`config.mk`:
```
export PLATFORM = sky130hd
export DESIGN_NAME = matmul_tile_scheduler_flat
export DESIGN_NICKNAME = d
export VERILOG_FILES = /design/src/rtl/matmul_tile_scheduler_pkg.sv /design/src/rtl/matmul_tile_scheduler_if.sv /design/src/rtl/matmul_tile_scheduler_tile_index_counter.sv /design/src/rtl/matmul_tile_scheduler.sv /design/src/flat_wrapper.sv
export SDC_FILE = /design/constraint.sdc
export NUM_CORES = 1
export LEC_CHECK = 0
export CORE_ASPECT_RATIO = 0.9
export CORE_MARGIN = 1
export CORE_UTILIZATION = 39
export CTS_CLUSTER_DIAMETER = 150
export DETAILED_ROUTE_END_ITERATION = 8
export PLACE_DENSITY = 0.68
export SYNTH_ARGS = -nofsm -noshare
export SYNTH_HDL_FRONTEND = slang
export SYNTH_SLANG_ARGS = --single-unit
```
`constraint.sdc`:
```
create_clock -name clk -period 3.05 [get_ports clk]
set_input_delay 0.61 -clock clk [delete_from_list [all_inputs] [get_ports clk]]
set_output_delay 0.61 -clock clk [all_outputs]
set_load 0.02 [all_outputs]
```
`src/rtl/matmul_tile_scheduler_pkg.sv`:
```
// Shared types and constants for the tiled matmul scheduler slice: FSM states,
// tile counts, job descriptor and tile-size helpers.
package systolic_array_pkg;

    localparam int unsigned SCHED_DIM_W = 8;

    typedef logic [SCHED_DIM_W-1:0] tile_cnt_t;

    typedef enum logic [2:0] {
        ST_IDLE      = 3'd0,
        ST_ISSUE     = 3'd1,
        ST_WAIT_BUSY = 3'd2,
        ST_WAIT_DONE = 3'd3,
        ST_DONE      = 3'd4
    } sched_state_t;

    typedef struct packed {
        tile_cnt_t   m_tiles;
        tile_cnt_t   k_tiles;
        tile_cnt_t   p_tiles;
        logic [31:0] x_base;
        logic [31:0] w_base;
        logic [31:0] o_base;
    } matmul_desc_t;

    function automatic logic [31:0] TILE_BYTES(input int unsigned n);
        return 32'(n * n * 32'd4);
    endfunction

    // Shift-and-add scaling by a constant tile size, so no general multiplier is built
    function automatic logic [31:0] scale_by_tile(input logic [31:0] cnt, input logic [31:0] tile_b);
        logic [31:0] acc;
        acc = 32'd0;
        for (int b = 0; b < 32; b++) begin
            if (tile_b[b]) begin
                acc = acc + (cnt << b);
            end else begin
                acc = acc;
            end
        end
        return acc;
    endfunction

endpackage

```
`src/rtl/matmul_tile_scheduler_if.sv`:
```
// Descriptor, control and array-side signals of the tile scheduler.
// The scheduler connects through the slave modport; controller/array use master.
interface matmul_tile_scheduler_if #(parameter int unsigned DIM_W = 8);
    logic             cfg_valid;
    logic             cfg_ready;
    logic [DIM_W-1:0] cfg_m_tiles;
    logic [DIM_W-1:0] cfg_k_tiles;
    logic [DIM_W-1:0] cfg_p_tiles;
    logic [31:0]      cfg_x_base;
    logic [31:0]      cfg_w_base;
    logic [31:0]      cfg_o_base;
    logic             abort;
    logic             stall_mul;
    logic             start_mul;
    logic [31:0]      x_addr;
    logic [31:0]      w_addr;
    logic [31:0]      o_addr;
    logic             acc_clear;
    logic             busy;
    logic             job_done;
    logic             job_err;
    logic [31:0]      perf_cycles;
    logic [31:0]      perf_tiles;

    modport slave (
        input  cfg_valid, cfg_m_tiles, cfg_k_tiles, cfg_p_tiles,
               cfg_x_base, cfg_w_base, cfg_o_base, abort, stall_mul,
        output cfg_ready, start_mul, x_addr, w_addr, o_addr, acc_clear,
               busy, job_done, job_err, perf_cycles, perf_tiles
    );

    modport master (
        output cfg_valid, cfg_m_tiles, cfg_k_tiles, cfg_p_tiles,
               cfg_x_base, cfg_w_base, cfg_o_base, abort, stall_mul,
        input  cfg_ready, start_mul, x_addr, w_addr, o_addr, acc_clear,
               busy, job_done, job_err, perf_cycles, perf_tiles
    );
endinterface

```
`src/rtl/matmul_tile_scheduler_tile_index_counter.sv`:
```
// Nested i (outer) / j (middle) / k (inner) tile counters for the scheduler,
// with a registered first-k flag and a combinational last-tile indication.
module tile_index_counter
    import systolic_array_pkg::*;
(
    input  logic      clk,
    input  logic      n_rst,
    input  logic      load,
    input  logic      advance,
    input  tile_cnt_t m_tiles,
    input  tile_cnt_t k_tiles,
    input  tile_cnt_t p_tiles,
    output tile_cnt_t i,
    output tile_cnt_t j,
    output tile_cnt_t k,
    output logic      k_first,
    output logic      last
);

    tile_cnt_t i_r, j_r, k_r;
    logic      k_first_r;
    logic      i_last_s, j_last_s, k_last_s;

    assign i_last_s = (i_r == (m_tiles - tile_cnt_t'(1)));
    assign j_last_s = (j_r == (p_tiles - tile_cnt_t'(1)));
    assign k_last_s = (k_r == (k_tiles - tile_cnt_t'(1)));

    // Index registers: clear on job load, step k then j then i on advance
    always_ff @(posedge clk) begin
        if (!n_rst) begin
            i_r       <= tile_cnt_t'(0);
            j_r       <= tile_cnt_t'(0);
            k_r       <= tile_cnt_t'(0);
            k_first_r <= 1'b0;
        end else if (load) begin
            i_r       <= tile_cnt_t'(0);
            j_r       <= tile_cnt_t'(0);
            k_r       <= tile_cnt_t'(0);
            k_first_r <= 1'b1;
        end else if (advance) begin
            k_first_r <= k_last_s;
            if (!k_last_s) begin
                k_r <= k_r + tile_cnt_t'(1);
            end else begin
                k_r <= tile_cnt_t'(0);
                if (!j_last_s) begin
                    j_r <= j_r + tile_cnt_t'(1);
                end else begin
                    j_r <= tile_cnt_t'(0);
                    i_r <= i_r + tile_cnt_t'(1);
                end
            end
        end
    end

    assign i       = i_r;
    assign j       = j_r;
    assign k       = k_r;
    assign k_first = k_first_r;
    assign last    = i_last_s && j_last_s && k_last_s;

endmodule

```
`src/rtl/matmul_tile_scheduler.sv`:
```
// Tiled (MxK)*(KxP) matmul sequencer for the NxN systolic array: i/j/k loop,
// incremental tile addressing, abort handling. Optional counters: MATMUL_TILE_SCHED_PERF_EN.
module matmul_tile_scheduler
    import systolic_array_pkg::*;
#(
    parameter int unsigned N     = 4,
    parameter int unsigned DIM_W = SCHED_DIM_W
)
(
    input logic                    clk,
    input logic                    n_rst,
    matmul_tile_scheduler_if.slave bus
);

    localparam logic [31:0] TILE_B = TILE_BYTES(N);

    sched_state_t state_r, state_nxt_s;
    matmul_desc_t desc_r;
    logic         accept_s, advance_s, abort_exit_s, zero_dims_s, abort_hit_s;
    logic         abort_r, job_err_r;
    logic         cfg_ready_r, busy_r, start_mul_r, job_done_r;
    logic [31:0]  x_addr_r, w_addr_r, o_addr_r, x_row_r, w_col_r, w_stride_r;
    tile_cnt_t    i_s, j_s, k_s;
    logic         k_first_s, last_s, i_last_s, j_last_s, k_last_s;

    assign zero_dims_s = (bus.cfg_m_tiles == {DIM_W{1'b0}}) || (bus.cfg_k_tiles == {DIM_W{1'b0}})
                      || (bus.cfg_p_tiles == {DIM_W{1'b0}});
    assign abort_hit_s = abort_r || bus.abort;
    assign i_last_s    = (i_s == (desc_r.m_tiles - tile_cnt_t'(1)));
    assign j_last_s    = (j_s == (desc_r.p_tiles - tile_cnt_t'(1)));
    assign k_last_s    = (k_s == (desc_r.k_tiles - tile_cnt_t'(1)));

    tile_index_counter u_idx (
        .clk     (clk),
        .n_rst   (n_rst),
        .load    (accept_s),
        .advance (advance_s),
        .m_tiles (desc_r.m_tiles),
        .k_tiles (desc_r.k_tiles),
        .p_tiles (desc_r.p_tiles),
        .i       (i_s),
        .j       (j_s),
        .k       (k_s),
        .k_first (k_first_s),
        .last    (last_s)
    );

    // Next-state logic and per-cycle control strobes
    always_comb begin
        state_nxt_s  = state_r;
        accept_s     = 1'b0;
        advance_s    = 1'b0;
        abort_exit_s = 1'b0;
        case (state_r)
            ST_IDLE: begin
                if (bus.cfg_valid) begin
                    accept_s    = 1'b1;
                    state_nxt_s = zero_dims_s ? ST_DONE : ST_ISSUE;
                end else begin
                    state_nxt_s = ST_IDLE;
                end
            end
            ST_ISSUE: state_nxt_s = ST_WAIT_BUSY;
            ST_WAIT_BUSY: begin
                if (bus.stall_mul) begin
                    state_nxt_s = ST_WAIT_DONE;
                end else begin
                    state_nxt_s = ST_WAIT_BUSY;
                end
            end
            ST_WAIT_DONE: begin
                if (bus.stall_mul) begin
                    state_nxt_s = ST_WAIT_DONE;
                end else if (abort_hit_s) begin
                    abort_exit_s = 1'b1;
                    state_nxt_s  = ST_DONE;
                end else if (last_s) begin
                    state_nxt_s = ST_DONE;
                end else begin
                    advance_s   = 1'b1;
                    state_nxt_s = ST_ISSUE;
                end
            end
            ST_DONE: state_nxt_s = ST_IDLE;
            default: state_nxt_s = ST_IDLE;
        endcase
    end

    // State register with registered status/strobe outputs decoded from next state
    always_ff @(posedge clk) begin
        if (!n_rst) begin
            state_r     <= ST_IDLE;
            cfg_ready_r <= 1'b1;
            busy_r      <= 1'b0;
            start_mul_r <= 1'b0;
            job_done_r  <= 1'b0;
        end else begin
            state_r     <= state_nxt_s;
            cfg_ready_r <= (state_nxt_s == ST_IDLE);
            busy_r      <= (state_nxt_s != ST_IDLE);
            start_mul_r <= (state_nxt_s == ST_ISSUE);
            job_done_r  <= (state_nxt_s == ST_DONE);
        end
    end

    // Descriptor latch, sticky abort and job error status
    always_ff @(posedge clk) begin
        if (!n_rst) begin
            desc_r     <= '0;
            abort_r    <= 1'b0;
            job_err_r  <= 1'b0;
            w_stride_r <= 32'd0;
        end else if (accept_s) begin
            desc_r.m_tiles <= tile_cnt_t'(bus.cfg_m_tiles);
            desc_r.k_tiles <= tile_cnt_t'(bus.cfg_k_tiles);
            desc_r.p_tiles <= tile_cnt_t'(bus.cfg_p_tiles);
            desc_r.x_base  <= bus.cfg_x_base;
            desc_r.w_base  <= bus.cfg_w_base;
            desc_r.o_base  <= bus.cfg_o_base;
            abort_r        <= 1'b0;
            job_err_r      <= zero_dims_s;
            w_stride_r     <= scale_by_tile(32'(bus.cfg_p_tiles), TILE_B);
        end else begin
            if (state_r != ST_IDLE && bus.abort) begin
                abort_r <= 1'b1;
            end
            if (abort_exit_s) begin
                job_err_r <= 1'b1;
            end
        end
    end

    // Incremental tile addresses: k steps X by one tile and W by one tile row,
    // j rewinds X to the row start, i rewinds W to its base; O steps once per output tile
    always_ff @(posedge clk) begin
        if (!n_rst) begin
            x_addr_r <= 32'd0;
            w_addr_r <= 32'd0;
            o_addr_r <= 32'd0;
            x_row_r  <= 32'd0;
            w_col_r  <= 32'd0;
        end else if (accept_s) begin
            x_addr_r <= bus.cfg_x_base;
            w_addr_r <= bus.cfg_w_base;
            o_addr_r <= bus.cfg_o_base;
            x_row_r  <= bus.cfg_x_base;
            w_col_r  <= bus.cfg_w_base;
        end else if (advance_s) begin
            if (!k_last_s) begin
                x_addr_r <= x_addr_r + TILE_B;
                w_addr_r <= w_addr_r + w_stride_r;
            end else if (!j_last_s) begin
                x_addr_r <= x_row_r;
                w_addr_r <= w_col_r + TILE_B;
                w_col_r  <= w_col_r + TILE_B;
                o_addr_r <= o_addr_r + TILE_B;
            end else if (!i_last_s) begin
                x_addr_r <= x_addr_r + TILE_B;
                x_row_r  <= x_addr_r + TILE_B;
                w_addr_r <= desc_r.w_base;
                w_col_r  <= desc_r.w_base;
                o_addr_r <= o_addr_r + TILE_B;
            end
        end
    end

`ifdef MATMUL_TILE_SCHED_PERF_EN
    logic [31:0] perf_cycles_r, perf_tiles_r;

    // Saturating busy-cycle and issued-tile counters, cleared per job
    always_ff @(posedge clk) begin
        if (!n_rst) begin
            perf_cycles_r <= 32'd0;
            perf_tiles_r  <= 32'd0;
        end else if (accept_s) begin
            perf_cycles_r <= 32'd0;
            perf_tiles_r  <= 32'd0;
        end else begin
            if (busy_r && perf_cycles_r != 32'hFFFF_FFFF) begin
                perf_cycles_r <= perf_cycles_r + 32'd1;
            end
            if (start_mul_r && perf_tiles_r != 32'hFFFF_FFFF) begin
                perf_tiles_r <= perf_tiles_r + 32'd1;
            end
        end
    end

    assign bus.perf_cycles = perf_cycles_r;
    assign bus.perf_tiles  = perf_tiles_r;
`else
    assign bus.perf_cycles = 32'd0;
    assign bus.perf_tiles  = 32'd0;
`endif

    assign bus.cfg_ready = cfg_ready_r;
    assign bus.busy      = busy_r;
    assign bus.start_mul = start_mul_r;
    assign bus.job_done  = job_done_r;
    assign bus.job_err   = job_err_r;
    assign bus.x_addr    = x_addr_r;
    assign bus.w_addr    = w_addr_r;
    assign bus.o_addr    = o_addr_r;
    assign bus.acc_clear = k_first_s;

endmodule

```
`src/flat_wrapper.sv`:
```
// flat-port wrapper written by rule: the top's interface ports become plain ports
module matmul_tile_scheduler_flat import systolic_array_pkg::*;
#(
    parameter int unsigned N     = 4,
    parameter int unsigned DIM_W = SCHED_DIM_W
)
  (clk, n_rst, bus_cfg_valid, bus_cfg_m_tiles, bus_cfg_k_tiles, bus_cfg_p_tiles, bus_cfg_x_base, bus_cfg_w_base, bus_cfg_o_base, bus_abort, bus_stall_mul, bus_cfg_ready, bus_start_mul, bus_x_addr, bus_w_addr, bus_o_addr, bus_acc_clear, bus_busy, bus_job_done, bus_job_err, bus_perf_cycles, bus_perf_tiles);
  matmul_tile_scheduler_if #(.DIM_W(DIM_W)) bus_i ();
  input logic clk;
  input logic n_rst;
  input wire logic [$bits(bus_i.cfg_valid)-1:0] bus_cfg_valid;
  input wire logic [$bits(bus_i.cfg_m_tiles)-1:0] bus_cfg_m_tiles;
  input wire logic [$bits(bus_i.cfg_k_tiles)-1:0] bus_cfg_k_tiles;
  input wire logic [$bits(bus_i.cfg_p_tiles)-1:0] bus_cfg_p_tiles;
  input wire logic [$bits(bus_i.cfg_x_base)-1:0] bus_cfg_x_base;
  input wire logic [$bits(bus_i.cfg_w_base)-1:0] bus_cfg_w_base;
  input wire logic [$bits(bus_i.cfg_o_base)-1:0] bus_cfg_o_base;
  input wire logic [$bits(bus_i.abort)-1:0] bus_abort;
  input wire logic [$bits(bus_i.stall_mul)-1:0] bus_stall_mul;
  output wire logic [$bits(bus_i.cfg_ready)-1:0] bus_cfg_ready;
  output wire logic [$bits(bus_i.start_mul)-1:0] bus_start_mul;
  output wire logic [$bits(bus_i.x_addr)-1:0] bus_x_addr;
  output wire logic [$bits(bus_i.w_addr)-1:0] bus_w_addr;
  output wire logic [$bits(bus_i.o_addr)-1:0] bus_o_addr;
  output wire logic [$bits(bus_i.acc_clear)-1:0] bus_acc_clear;
  output wire logic [$bits(bus_i.busy)-1:0] bus_busy;
  output wire logic [$bits(bus_i.job_done)-1:0] bus_job_done;
  output wire logic [$bits(bus_i.job_err)-1:0] bus_job_err;
  output wire logic [$bits(bus_i.perf_cycles)-1:0] bus_perf_cycles;
  output wire logic [$bits(bus_i.perf_tiles)-1:0] bus_perf_tiles;
  assign bus_i.cfg_valid = bus_cfg_valid;
  assign bus_i.cfg_m_tiles = bus_cfg_m_tiles;
  assign bus_i.cfg_k_tiles = bus_cfg_k_tiles;
  assign bus_i.cfg_p_tiles = bus_cfg_p_tiles;
  assign bus_i.cfg_x_base = bus_cfg_x_base;
  assign bus_i.cfg_w_base = bus_cfg_w_base;
  assign bus_i.cfg_o_base = bus_cfg_o_base;
  assign bus_i.abort = bus_abort;
  assign bus_i.stall_mul = bus_stall_mul;
  assign bus_cfg_ready = bus_i.cfg_ready;
  assign bus_start_mul = bus_i.start_mul;
  assign bus_x_addr = bus_i.x_addr;
  assign bus_w_addr = bus_i.w_addr;
  assign bus_o_addr = bus_i.o_addr;
  assign bus_acc_clear = bus_i.acc_clear;
  assign bus_busy = bus_i.busy;
  assign bus_job_done = bus_i.job_done;
  assign bus_job_err = bus_i.job_err;
  assign bus_perf_cycles = bus_i.perf_cycles;
  assign bus_perf_tiles = bus_i.perf_tiles;
  matmul_tile_scheduler #(.N(N), .DIM_W(DIM_W)) u_core (.clk(clk), .n_rst(n_rst), .bus(bus_i));
endmodule
```
Word-level counts from Yosys, hierarchy flattened
Cells that the tools add are included.

storage, ports and cells
  bits in latches = 0
  output and inout bits = 166
  memories kept = 0
  word-level logic and storage cells = 113
  flip-flop bits (word level) = 282
  bits of input ports = 125
  bits in read-only memories = 0
  RAM bits = 0

cells by class
  reductions and logical operators = 23
  bitwise gates (word level) = 1
  equality and inequality tests = 11
  $mul = 0
  div/mod/pow operators = 0
  shift-type cells = 0
  muxes and demuxes = 46
  order comparisons = 0
  add/subtract/negate cells = 11

operators with widths
  kind                                                                     count
  32-bit 2-to-1 mux                                                        24
  32-bit by 7-bit adder with 32-bit output, second input constant          3
  32-bit by 14-bit adder with 32-bit output                                1
  32-bit adder                                                             1
  8-bit by 1-bit adder with 8-bit output, second input constant            3
  8-bit == test                                                            3
  8-bit zero test                                                          3
  8-bit by 1-bit subtractor with 8-bit output, second input constant       3
  8-bit 2-to-1 mux                                                         2
  3-bit 2-to-1 mux                                                         5
  1-bit 2-to-1 mux                                                         14
  3-bit case mux with 4 select lines                                       1
  2-bit nonzero test                                                       4
  3-bit by 1-bit == test with 1-bit output, second input constant          2
  3-bit by 2-bit == test with 1-bit output, second input constant          2
  3-bit zero test                                                          2
  3-bit AND reduction                                                      2
  3-bit nonzero test                                                       2
  4-bit by 3-bit inequality test with 1-bit output, second input constant  1
  2-bit AND reduction                                                      2
  4-bit AND reduction                                                      1
  3-bit == test, second input constant                                     1
  1-bit logical AND                                                        3
  1-bit logical OR                                                         3
  4 further kinds                                                          4

Longest topological paths before layout
Gate-level depths: netlist of the first run.

  depth in word-level cells = 10
  mapped depth = 12
  mapped depth without buffers = 11

Hierarchy
A second synthesis of the first run with hierarchy kept.

unflattened totals
  cell total of the unflattened synthesis = 1932
  area, all modules = 14831.7 µm²

by module, submodules not included
  module                 cells an instance  area an instance (µm²)  times used  seq. area each (µm²)
  matmul_tile_scheduler  1692               12851.1                 1           4504.3
  tile_index_counter     240                1980.6                  1           500.5

Worst setup path before layout of the first run
OpenSTA, ideal clock, no wires.

  kind = register -> register
  from = register, netlist name u_core.desc_r[104]
  to = register u_core.w_addr_r[0], in the netlist u_core.bus.w_addr[0]
  slack = 77 ps
  stages on the path, launching flop included = 12
  path buffers = 2
  arrival time = 2859 ps
  clock period less this slack = 2973 ps
  required time = 2935 ps
  path through = dfxtp_1 -> inv_1 -> ha_1 -> or3b_1 -> o31a_1 -> a2111o_1 -> a2111oi_4 -> o31a_1 -> buf_2 -> clkbuf_1 -> a211oi_1 -> o21a_1

on the way
  word-level cells in the longest chain between the ends = 9
  elaborated cells on any way between the ends = 13

ends and longest elaborated chain
  item                                             RTL line                                                                     source
  8-bit by 1-bit subtractor with 8-bit output (*)  matmul_tile_scheduler_tile_index_counter.sv:26, matmul_tile_scheduler.sv:31
  8-bit == test (*)                                matmul_tile_scheduler_tile_index_counter.sv:26, matmul_tile_scheduler.sv:31
  1-bit logical AND                                matmul_tile_scheduler_tile_index_counter.sv:60                               assign last = i_last_s && j_last_s && k_last_s;
  1-bit 2-to-1 mux                                 matmul_tile_scheduler.sv:77                                                  end else if (last_s) begin
  1-bit 2-to-1 mux                                 matmul_tile_scheduler.sv:74                                                  end else if (abort_hit_s) begin
  1-bit 2-to-1 mux                                 matmul_tile_scheduler.sv:72                                                  if (bus.stall_mul) begin
  1-bit 2-to-1 mux                                 matmul_tile_scheduler.sv:54                                                  case (state_r)
  2-bit nonzero test (no source line)              n/a
  2-bit AND reduction (no source line)             n/a
  to (signal assigned)                             matmul_tile_scheduler.sv:144                                                 w_addr_r <= bus.cfg_w_base;
  to (signal assigned)                             matmul_tile_scheduler.sv:151                                                 w_addr_r <= w_addr_r + w_stride_r;
  to (signal assigned)                             matmul_tile_scheduler.sv:154                                                 w_addr_r <= w_col_r + TILE_B;
  to (decl)                                        matmul_tile_scheduler.sv:22                                                  logic [31:0] x_addr_r, w_addr_r, o_addr_r, x_row_r, w_col_r, w_stride_r;

Mark *: on every way between the ends. The rest lies on a longest branch, timed or not. The select of a mux whose other input is x is not followed.
A chain may end at the register's enable or synchronous reset.

Final worst setup path of the first run
  from = register, netlist name u_core.desc_r[104]
  to = register u_core.o_addr_r[26], in the netlist u_core.bus.o_addr[26]

on the way
  word-level cells in the longest chain between the ends = 9
  elaborated cells on any way between the ends = 10

ends and longest elaborated chain
  item                                             RTL line                                                                     source
  8-bit by 1-bit subtractor with 8-bit output (*)  matmul_tile_scheduler_tile_index_counter.sv:26, matmul_tile_scheduler.sv:31
  8-bit == test (*)                                matmul_tile_scheduler_tile_index_counter.sv:26, matmul_tile_scheduler.sv:31
  1-bit logical AND                                matmul_tile_scheduler_tile_index_counter.sv:60
  1-bit 2-to-1 mux                                 matmul_tile_scheduler.sv:77
  1-bit 2-to-1 mux                                 matmul_tile_scheduler.sv:74
  1-bit 2-to-1 mux                                 matmul_tile_scheduler.sv:72
  1-bit 2-to-1 mux                                 matmul_tile_scheduler.sv:54
  2-bit nonzero test (no source line)              n/a
  3-bit AND reduction (no source line) (*)         n/a
  to (signal assigned)                             matmul_tile_scheduler.sv:145                                                 o_addr_r <= bus.cfg_o_base;
  to (signal assigned)                             matmul_tile_scheduler.sv:156                                                 o_addr_r <= o_addr_r + TILE_B;
  to (signal assigned)                             matmul_tile_scheduler.sv:162                                                 o_addr_r <= o_addr_r + TILE_B;
  to (decl)                                        matmul_tile_scheduler.sv:22

Mark *: on every way between the ends. The rest lies on a longest branch, timed or not.

==> reports/results.txt, run 1 <==
Placed Cells = 2388
Mapped Avg Cell Area = 8.07 µm²
PortBufs = 226
largest net degree at the start of global routing = 106
hold path cells = 2
root buffer cell = clkbuf_16
Hold WC Path Type = register to register
TritonCTS clock tree = done
internal power = 0.00669 W
vias in the first global route = 12800
Clock Latency Late Sink = 0.56 ns
Worst Max-Slew Pin Slew = 1.38 ns
initial core utilization = 40.1%
Synth Register Bits = 250
leading cell type in the layout, fill and taps excluded = dfxtp_1
DR iter-0 viols = 1161
clk_skew = 0.00855 ns
first-pass GRT wire length = 68500 µm
GRT Overall Usage = 23.1%
drt via density = 5.50
Switch Pwr = 0.00286 W
fin crit share = 104%
Seq/Total Area, Yosys = 36.3%
worst vdd ir = 0.420 mV
final setup violation count = 38
RSZ-0062 raised after global routing = true
FF-to-FF path depth = 13
dpl ws = -0.119 ns
Synth cell types = 74
Crit. End Element = register
Reg power frac = 40.2%
Initial DRT Pass Iterations = 6
status = finished, violations left
Max Root-Sink Buffers = 3
setup_tns = -1.54 ns
number of synthesized flops with an enable pin = 0
# nets final = 2124
Worst path depth = 13
drt drc = 0
wirelength, routed = 44400 µm
core area = 0.0344 mm²
R2R Path Start = u_core.desc_r[104]
CTS buffer count = 28
critical path required time = 3.48 ns
endpoints failing hold = 0
Power Dens Cells = 508 mW/mm²
max_slew headroom = 7.47%
H-tree lvl count = 1
most frequent cells in the layout = dfxtp_1 (244), nand2_1 (233), clkdlybuf4s50_1 (225)
clock sink count = 250
max cap viols = 0
Metal-1 WL = 20300 µm
hold_buf cts = 0
Final Slew Violations = 0
slowest CP cell = a2111oi_4
Comb pwr share = 21.7%
Max stage delay on crit path = 0.41 ns
gr ovfl total = 0
Die X = 200 µm
initial antenna violation count = 1
die height = 180 µm
worst path buffer plus inverter count = 4
DRT antenna net count = 0
Final Power = 0.00955 W
WL met2 = 20200 µm
Ports = 291
Achievable Freq = 316 MHz
Final GP Congestion = 0.870
synthesized cell area = 0.0138 mm²
hold_sp = u_core.bus.o_addr[2]
layout cell share with drive strength beyond 1 = 14.3%
Clock power frac = 38.1%
main flop type after synthesis = dfxtp_1
Hold Path End = u_core.bus.o_addr[2]
CP Launch Type = register
synthesis warning total = 0
failing checks = negative setup slack
DPL Wire Length = 29900 µm
Post-Synthesis Cells = 1710
fin crit period = 3.16 ns
DR WL met3 = 3160 µm
P_leak = 7.20 nW
crit-path cells = inv_2 > ha_4 > or3b_4 > o31a_1 > a2111o_1 > a2111oi_4 > o31ai_4 > buf_12 > buf_8 > clkbuf_16 > nor4_4 > xnor2_1 > a21oi_1
clock-pin slew on the worst setup and hold paths = 0.06 ns
critical path class = register to register
CP delay by family, top = compound AO/OA/AOI/OAI gates
Max Used Layer = met4
Sw Ratio = 30.0%
Post-synth ARST share = 0%
row count = 64
Final Non-Filler Cells = 2466
CP max FO = 6
FILL cells = 3080
routed len/inst = 18.0 µm
reg-to-reg endpoint = u_core.bus.o_addr[26]
die area = 0.0361 mm²
area delta synth->final = 36.3%
setup slack, reg-to-reg = -0.11 ns
worst setup margin = -0.113 ns
WP data arrival = 3.59 ns
routed via count = 13600
[cell families after synthesis]
logic type                 share of synthesized area [%]
AOI/OAI and AO/OA                                   19.2
and+or+nand+nor                                     20.9
other                                             0.0272
xor gates and xnor gates                            8.70
adders and majority gates                           1.69
buffers and inverters                               7.53
muxes                                               5.65
DFF                                                 36.3
[worst max path at each step]
stage / start / to / slack [ns]
final: u_core.desc_r[104] / u_core.bus.o_addr[26] / -0.11
after global routing: u_core.desc_r[104] / u_core.bus.o_addr[27] / -0.23
after CTS: u_core.desc_r[112] / u_core.w_col_r[29] / -0.11
after detailed placement: u_core.desc_r[112] / u_core.bus.x_addr[19] / -0.12
after global placement: u_core.desc_r[104] / u_core.u_idx.j[5] / -0.08
after floorplan: u_core.desc_r[104] / u_core.bus.w_addr[0] / 0.08
[Yosys cell counts (27+ instances only)]
library cell | instances | share of area (%)
a211oi_1 | 27 | 1.5
a21oi_1 | 143 | 5.2
buf_4 | 70 | 3.8
clkbuf_1 | 75 | 2.0
dfxtp_1 | 250 | 36
mux2i_1 | 61 | 4.4
nand2_1 | 245 | 6.7
nand3_1 | 57 | 2.1
nand4_1 | 30 | 1.4
nor2_1 | 128 | 3.5
nor3_1 | 36 | 1.3
o21ai_0 | 108 | 3.9
xnor2_1 | 103 | 6.5
xor2_1 | 34 | 2.2
[through the flow]
| stage | cell area [µm²] | hold slack [ns] | util [%] |
|---|---|---|---|
| floorplan | 14000 | 0.431 | - |
| global placement | 16900 | 0.438 | 49.1 |
| detailed placement | 16900 | 0.446 | 49.1 |
| CTS | 18000 | 0.455 | 52.4 |
| global route | 18800 | 0.473 | 54.6 |
| finish | 18800 | 0.452 | 54.6 |
[metal layers]
layer	global-route usage, %	vias up
li1	-	6493
met2	37.1	551
met4	5.66	0
met5	0	-
met3	3.87	62
met1	32.1	6459
[timing repair]
action / 4_1_cts / 5_1_grt
buffers inserted: 1 / 19
pin swaps: 4 / 53
endpoints found under the setup margin: 99 / 176
cloned: 0 / 5
resized for setup: 20 / 128
[area by class of cell]
class | instances | area, µm² | share of cell area (%)
antenna | 1 | 2.50 | 0.0133
clock buffer | 41 | 861 | 4.58
clock inverter | 11 | 138 | 0.732
inverter | 27 | 103 | 0.546
multi-input combinational | 1325 | 8480 | 45.1
sequential | 250 | 5010 | 26.7
tap | 462 | 578 | 3.08
timing repair buffer | 349 | 3620 | 19.3
[tightest hold or removal path, stage by stage, from the launching register on]
cell,delay [ns]
dfxtp_1,0.31
nand2_1,0.05
a21oi_1,0.05
[state kept, by name, indices dropped and copies added (netlist names), 3 cells and up]
register           flops
u_core.state_r         3
u_core.bus.o_addr     32
u_core.u_idx.k         8
u_core.desc_r         48
u_core.u_idx.i         8
u_core.u_idx.j         8
u_core.w_stride_r      8
u_core.bus.x_addr     32
u_core.w_col_r        32
u_core.x_row_r        32
u_core.bus.w_addr     32
[power by group through the flow]
stage / Clock (W) / Sequential, W / Combinational (W)
final: 0.00364 / 0.00384 / 0.00207
after global routing: 0.00384 / 0.00388 / 0.00223
after CTS: 0.00370 / 0.00382 / 0.00200
after detailed placement: 0 / 0.00389 / 0.00197
after global placement: 0 / 0.00388 / 0.00194
after floorplan: 0 / 0.00398 / 0.00108
(Power assumes the default switching activity.)
==> run 2: changes to the inputs <==
--- a/config.mk
+++ b/config.mk
@@ -10,6 +10,7 @@
 export CORE_UTILIZATION = 39
 export CTS_CLUSTER_DIAMETER = 150
 export DETAILED_ROUTE_END_ITERATION = 8
+export GPL_TIMING_DRIVEN = 0
 export PLACE_DENSITY = 0.68
 export SYNTH_ARGS = -nofsm -noshare
 export SYNTH_HDL_FRONTEND = slang
==> reports/results.txt, run 2 (synthesis results as in run 1) <==
Final GP Congestion = 0.962
CP delay by family, top = compound AO/OA/AOI/OAI gates
CTS buffer count = 28
Initial DRT Pass Iterations = 8
worst hold slack = 0.454 ns
Die X = 200 µm
wirelength, routed = 57400 µm
critical path required time = 3.51 ns
Final Slew Violations = 0
hold_buf cts = 0
Crit. End Element = register
initial antenna violation count = 1
GRT Overall Usage = 29.7%
die height = 180 µm
Ports = 291
Largest Register = u_core.desc_r
antenna fix cells = 0
most frequent cells in the layout = dfxtp_1 (246), nand2_1 (231), clkdlybuf4s50_1 (225)
critical path class = register to register
layout cell share with drive strength beyond 1 = 17.9%
Hold WC Path Type = register to register
area delta synth->final = 44.4%
gr ovfl total = 0
DR iter-0 viols = 1725
core area = 0.0344 mm²
CP max FO = 10
worst vdd ir = 0.411 mV
clk_skew = 0.0401 ns
crit-path cells = inv_4 > ha_4 > or3b_4 > o31a_1 > a2111o_1 > buf_4 > a211o_4 > nor4_4 > buf_4 > nand2b_4 > buf_12 > buf_12 > nand4_1 > o211ai_1
leading cell type in the layout, fill and taps excluded = dfxtp_1
dpl ws = -1.29 ns
H-tree lvl count = 1
drt drc = 0
worst path buffer plus inverter count = 5
root buffer cell = clkbuf_16
RSZ-0062 raised after global routing = true
first-pass GRT wire length = 83900 µm
# nets final = 2247
Power Dens Cells = 490 mW/mm²
TritonCTS clock tree = done
max_slew headroom = 2.40%
Worst Max-Slew Pin Slew = 1.46 ns
final setup violation count = 178
Largest register FFs = 48
PortBufs = 225
Achievable Freq = 301 MHz
vias in the first global route = 14100
fin crit period = 3.32 ns
routed len/inst = 22.2 µm
max cap viols = 0
failing checks = negative setup slack
P_leak = 7.82 nW
endpoints failing hold = 0
status = finished, violations left
WP data arrival = 3.79 ns
fin crit share = 109%
Final Non-Filler Cells = 2585
Clock Latency Late Sink = 0.59 ns
slowest CP cell = a2111o_1
setup_tns = -21.01 ns
Final Power = 0.00976 W
routed via count = 15100
DPL Wire Length = 38800 µm
Max stage delay on crit path = 0.42 ns
CP Launch Type = register
clock sink count = 250
Placed Cells = 2460
drt via density = 5.86
clock-pin slew on the worst setup and hold paths = 0.06 ns
DRT antenna net count = 0
row count = 64
Max Root-Sink Buffers = 3
die area = 0.0361 mm²
largest net degree at the start of global routing = 16
worst setup margin = -0.275 ns
initial core utilization = 40.1%
[run 2: cell count changes in the layout (fill, tap and decap cells not counted), sizes merged, moves of 2 or more]
cell      delta
clkinv       -3
clkinvlp     -3
clkbuf      +73
buf         +52
bufinv       -2
[run 2: report_power, final]
part	internal, W	switching [W]	leakage, nW	total [W]
clock	0.00208	0.00147	0.477	0.00355
sequential	0.00355	0.000318	2.06	0.00386
combinational	0.000996	0.00135	5.28	0.00234
[run 2: layout make-up]
| class | instances | area (µm²) |
|---|---|---|
| plain buffers | 168 | 1270 |
| multi-input cells | 1326 | 8800 |
| inverters | 27 | 104 |
| clock inverters | 4 | 70.1 |
| well taps | 462 | 578 |
| flip-flops and latches | 250 | 5010 |
| fillers | 3008 | 14500 |
| clock buffers | 45 | 895 |
| repair buffers | 303 | 3180 |
[run 2: final timing paths]
check        slack (ns)            startpoint  depth (start not counted)                   end
max reg2reg       -0.27    u_core.desc_r[104]                         14  u_core.bus.w_addr[6]
min reg2reg        0.45  u_core.bus.o_addr[0]                          2  u_core.bus.o_addr[0]
max               -0.27    u_core.desc_r[104]                         14  u_core.bus.w_addr[6]
min                0.45  u_core.bus.o_addr[0]                          2  u_core.bus.o_addr[0]
[run 2: metrics by stage]
step	util [%]	area, µm²
finish	57.8	19900
global route	57.8	19900
CTS	56.0	19300
detailed placement	49.0	16900
global placement	49.0	16900
floorplan	-	14000
[run 2: worst register-to-register path: stages (launching register included)]
cell and delay [ns]:
dfxtp_4 0.35, inv_4 0.05, ha_4 0.12, or3b_4 0.37, o31a_1 0.28, a2111o_1 0.42, buf_4 0.17, a211o_4 0.35
nor4_4 0.17, buf_4 0.16, nand2b_4 0.15, buf_12 0.16, buf_12 0.16, nand4_1 0.14, o211ai_1 0.17
[run 2: what timing repair did]
action	in CTS	in global routing
endpoints found under the setup margin	212	245
buffers inserted	45	23
gates cloned	9	3
gates resized for setup	247	108
pin swaps	85	42
[run 2: per-layer routing]
metal	vias up	routed length, µm	global-route usage, %
met5	-	13	0.265
met4	2	3150	15.3
met3	205	5840	4.68
met2	998	24800	45.5
met1	7188	23600	40.2
li1	6750	-	-
==> run 3: changes to the inputs <==
--- a/config.mk
+++ b/config.mk
@@ -9,6 +9,7 @@
 export CORE_MARGIN = 1
 export CORE_UTILIZATION = 39
 export CTS_CLUSTER_DIAMETER = 150
+export CTS_CLUSTER_SIZE = 14
 export DETAILED_ROUTE_END_ITERATION = 8
 export GPL_TIMING_DRIVEN = 0
 export PLACE_DENSITY = 0.68
==> reports/results.txt, run 3 (synthesis results as in run 1) <==
Final Slew Violations = 11
Initial DRT Pass Iterations = 6
first-pass GRT wire length = 85400 µm
worst setup margin = -0.277 ns
RSZ-0062 raised after global routing = true
slowest CP cell = clkbuf_1
hold_buf cts = 0
Placed Cells = 2460
core area = 0.0344 mm²
row count = 64
clock-pin slew on the worst setup and hold paths = 0.07 ns
critical path class = primary input to register
clock sink count = 250
Hold WC Path Type = register to register
# nets final = 2258
critical path required time = 3.44 ns
DR iter-0 viols = 1850
layout cell share with drive strength beyond 1 = 20.0%
drt drc = 0
Max stage delay on crit path = 0.78 ns
CTS buffer count = 21
initial antenna violation count = 0
Largest Register = u_core.desc_r
max cap viols = 1
Achievable Freq = 301 MHz
PortBufs = 225
setup_tns = -18.28 ns
root buffer cell = clkbuf_16
most frequent cells in the layout = dfxtp_1 (247), nand2_1 (226), clkdlybuf4s50_1 (225)
vias in the first global route = 14200
drt via density = 5.88
GRT Overall Usage = 30.3%
antenna fix cells = 0
largest net degree at the start of global routing = 15
die area = 0.0361 mm²
CP dominant cell by count = clkbuf_1
DRT antenna net count = 0
Ports = 291
post-layout util = 58.6%
Final Non-Filler Cells = 2577
DPL Wire Length = 38800 µm
worst vdd ir = 0.478 mV
fin crit share = 109%
CP delay by family, top = buffers and inverters
Crit. End Element = register
endpoints failing hold = 0
gr ovfl total = 0
initial core utilization = 40.1%
die height = 180 µm
Max Root-Sink Buffers = 3
setup slack, reg-to-reg = -0.23 ns
worst path buffer plus inverter count = 3
routed via count = 15200
clk_skew = 0.0272 ns
wirelength, routed = 58400 µm
H-tree lvl count = 1
area delta synth->final = 46.4%
FF-to-FF path depth = 13
fin crit period = 3.33 ns
FILL cells = 2936
leading cell type in the layout, fill and taps excluded = dfxtp_1
Final Power = 0.00880 W
max_slew headroom = -4.33%
TritonCTS clock tree = done
routed len/inst = 22.7 µm
dpl ws = -1.29 ns
WP data arrival = 3.72 ns
CP Launch Type = primary input
Worst Max-Slew Pin Slew = 1.56 ns
reg-to-reg endpoint = u_core.bus.x_addr[30]
failing checks = max-capacitance violations, max-slew violations, negative setup slack
R2R Path Start = u_core.desc_r[104]
status = finished, violations left
hold_sp = u_core.bus.o_addr[0]
crit-path cells = clkdlybuf4s50_1 > nor4b_4 > clkbuf_1 > clkbuf_1 > o21ai_0 > mux2i_1 > nor2_1
P_leak = 7.81 nW
Power Dens Cells = 436 mW/mm²
Clock Latency Late Sink = 0.54 ns
hold path cells = 2
crit path from = bus_cfg_valid
Die X = 200 µm
Hold Path End = u_core.bus.o_addr[0]
Largest register FFs = 48
CP max FO = 10
Final GP Congestion = 0.962
final setup violation count = 169
-- run 3: cell types whose count changed in the layout (fill, tap and decap cells not counted), moves of 9 or more --
cell,previous run,this run
o21ai_0,69,92
nor4_1,21,12
buf_6,23,32
buf_12,25,35
o21ai_1,28,7
nor2_1,112,101
nor2_4,6,16
a21oi_2,5,14
a21oi_1,138,127
clkbuf_8,13,2
-- run 3: metrics by stage --
step	instance area [µm²]	hold slack, ns
global placement	16900	0.438
CTS	19400	0.457
global route	20200	0.474
floorplan	14000	0.431
detailed placement	16900	0.447
finish	20200	0.454
-- run 3: per-layer routing --
metal | wire length, µm | vias to the layer above | share of wire (%) | global-route usage [%]
li1 | - | 6747 | - | -
met1 | 23500 | 7117 | 40 | 40.6
met2 | 25000 | 1062 | 43 | 45.5
met3 | 6570 | 230 | 11 | 6.08
met4 | 3300 | 0 | 5.6 | 16.4
met5 | 0 | - | 0 | 0.132
-- run 3: worst max path at each step --
stage | slack [ns] | cells after the start | end
after CTS | -0.23 | 13 | u_core.bus.busy
after global placement | -1.31 | 6 | u_core.bus.o_addr[4]
after detailed placement | -1.29 | 10 | u_core.bus.w_addr[11]
after floorplan | 0.08 | 11 | u_core.bus.w_addr[0]
final | -0.28 | 7 | u_core.x_row_r[17]
after global routing | -0.31 | 12 | u_core.u_idx.i[6]
-- run 3: final cells by class --
class / instances / area [µm²] / share of cell area (%)
multi-input combinational: 1326 / 9160 / 45.4
clock buffer: 22 / 539 / 2.67
buffer: 168 / 1320 / 6.53
timing repair buffer: 321 / 3470 / 17.2
sequential: 250 / 5010 / 24.8
inverter: 27 / 104 / 0.514
tap: 462 / 578 / 2.86
clock inverter: 1 / 8.76 / 0.0434
-- run 3: worst min-delay path: stages (launching register included) --
cell,delay [ns]
dfxtp_1,0.31
nand2_1,0.05
a21oi_1,0.05
-- run 3: repair_timing --
item,4_1_cts,5_1_grt
resized for setup,290,139
pin swaps,122,73
gates cloned,10,3
setup endpoints to repair,207,213
setup buffers,55,31
-- run 3: report_power, final --
group / internal [W] / total, W / switching (W)
registers: 0.00354 / 0.00387 / 0.000327
clock network: 0.00125 / 0.00253 / 0.00128
logic: 0.00102 / 0.00240 / 0.00138
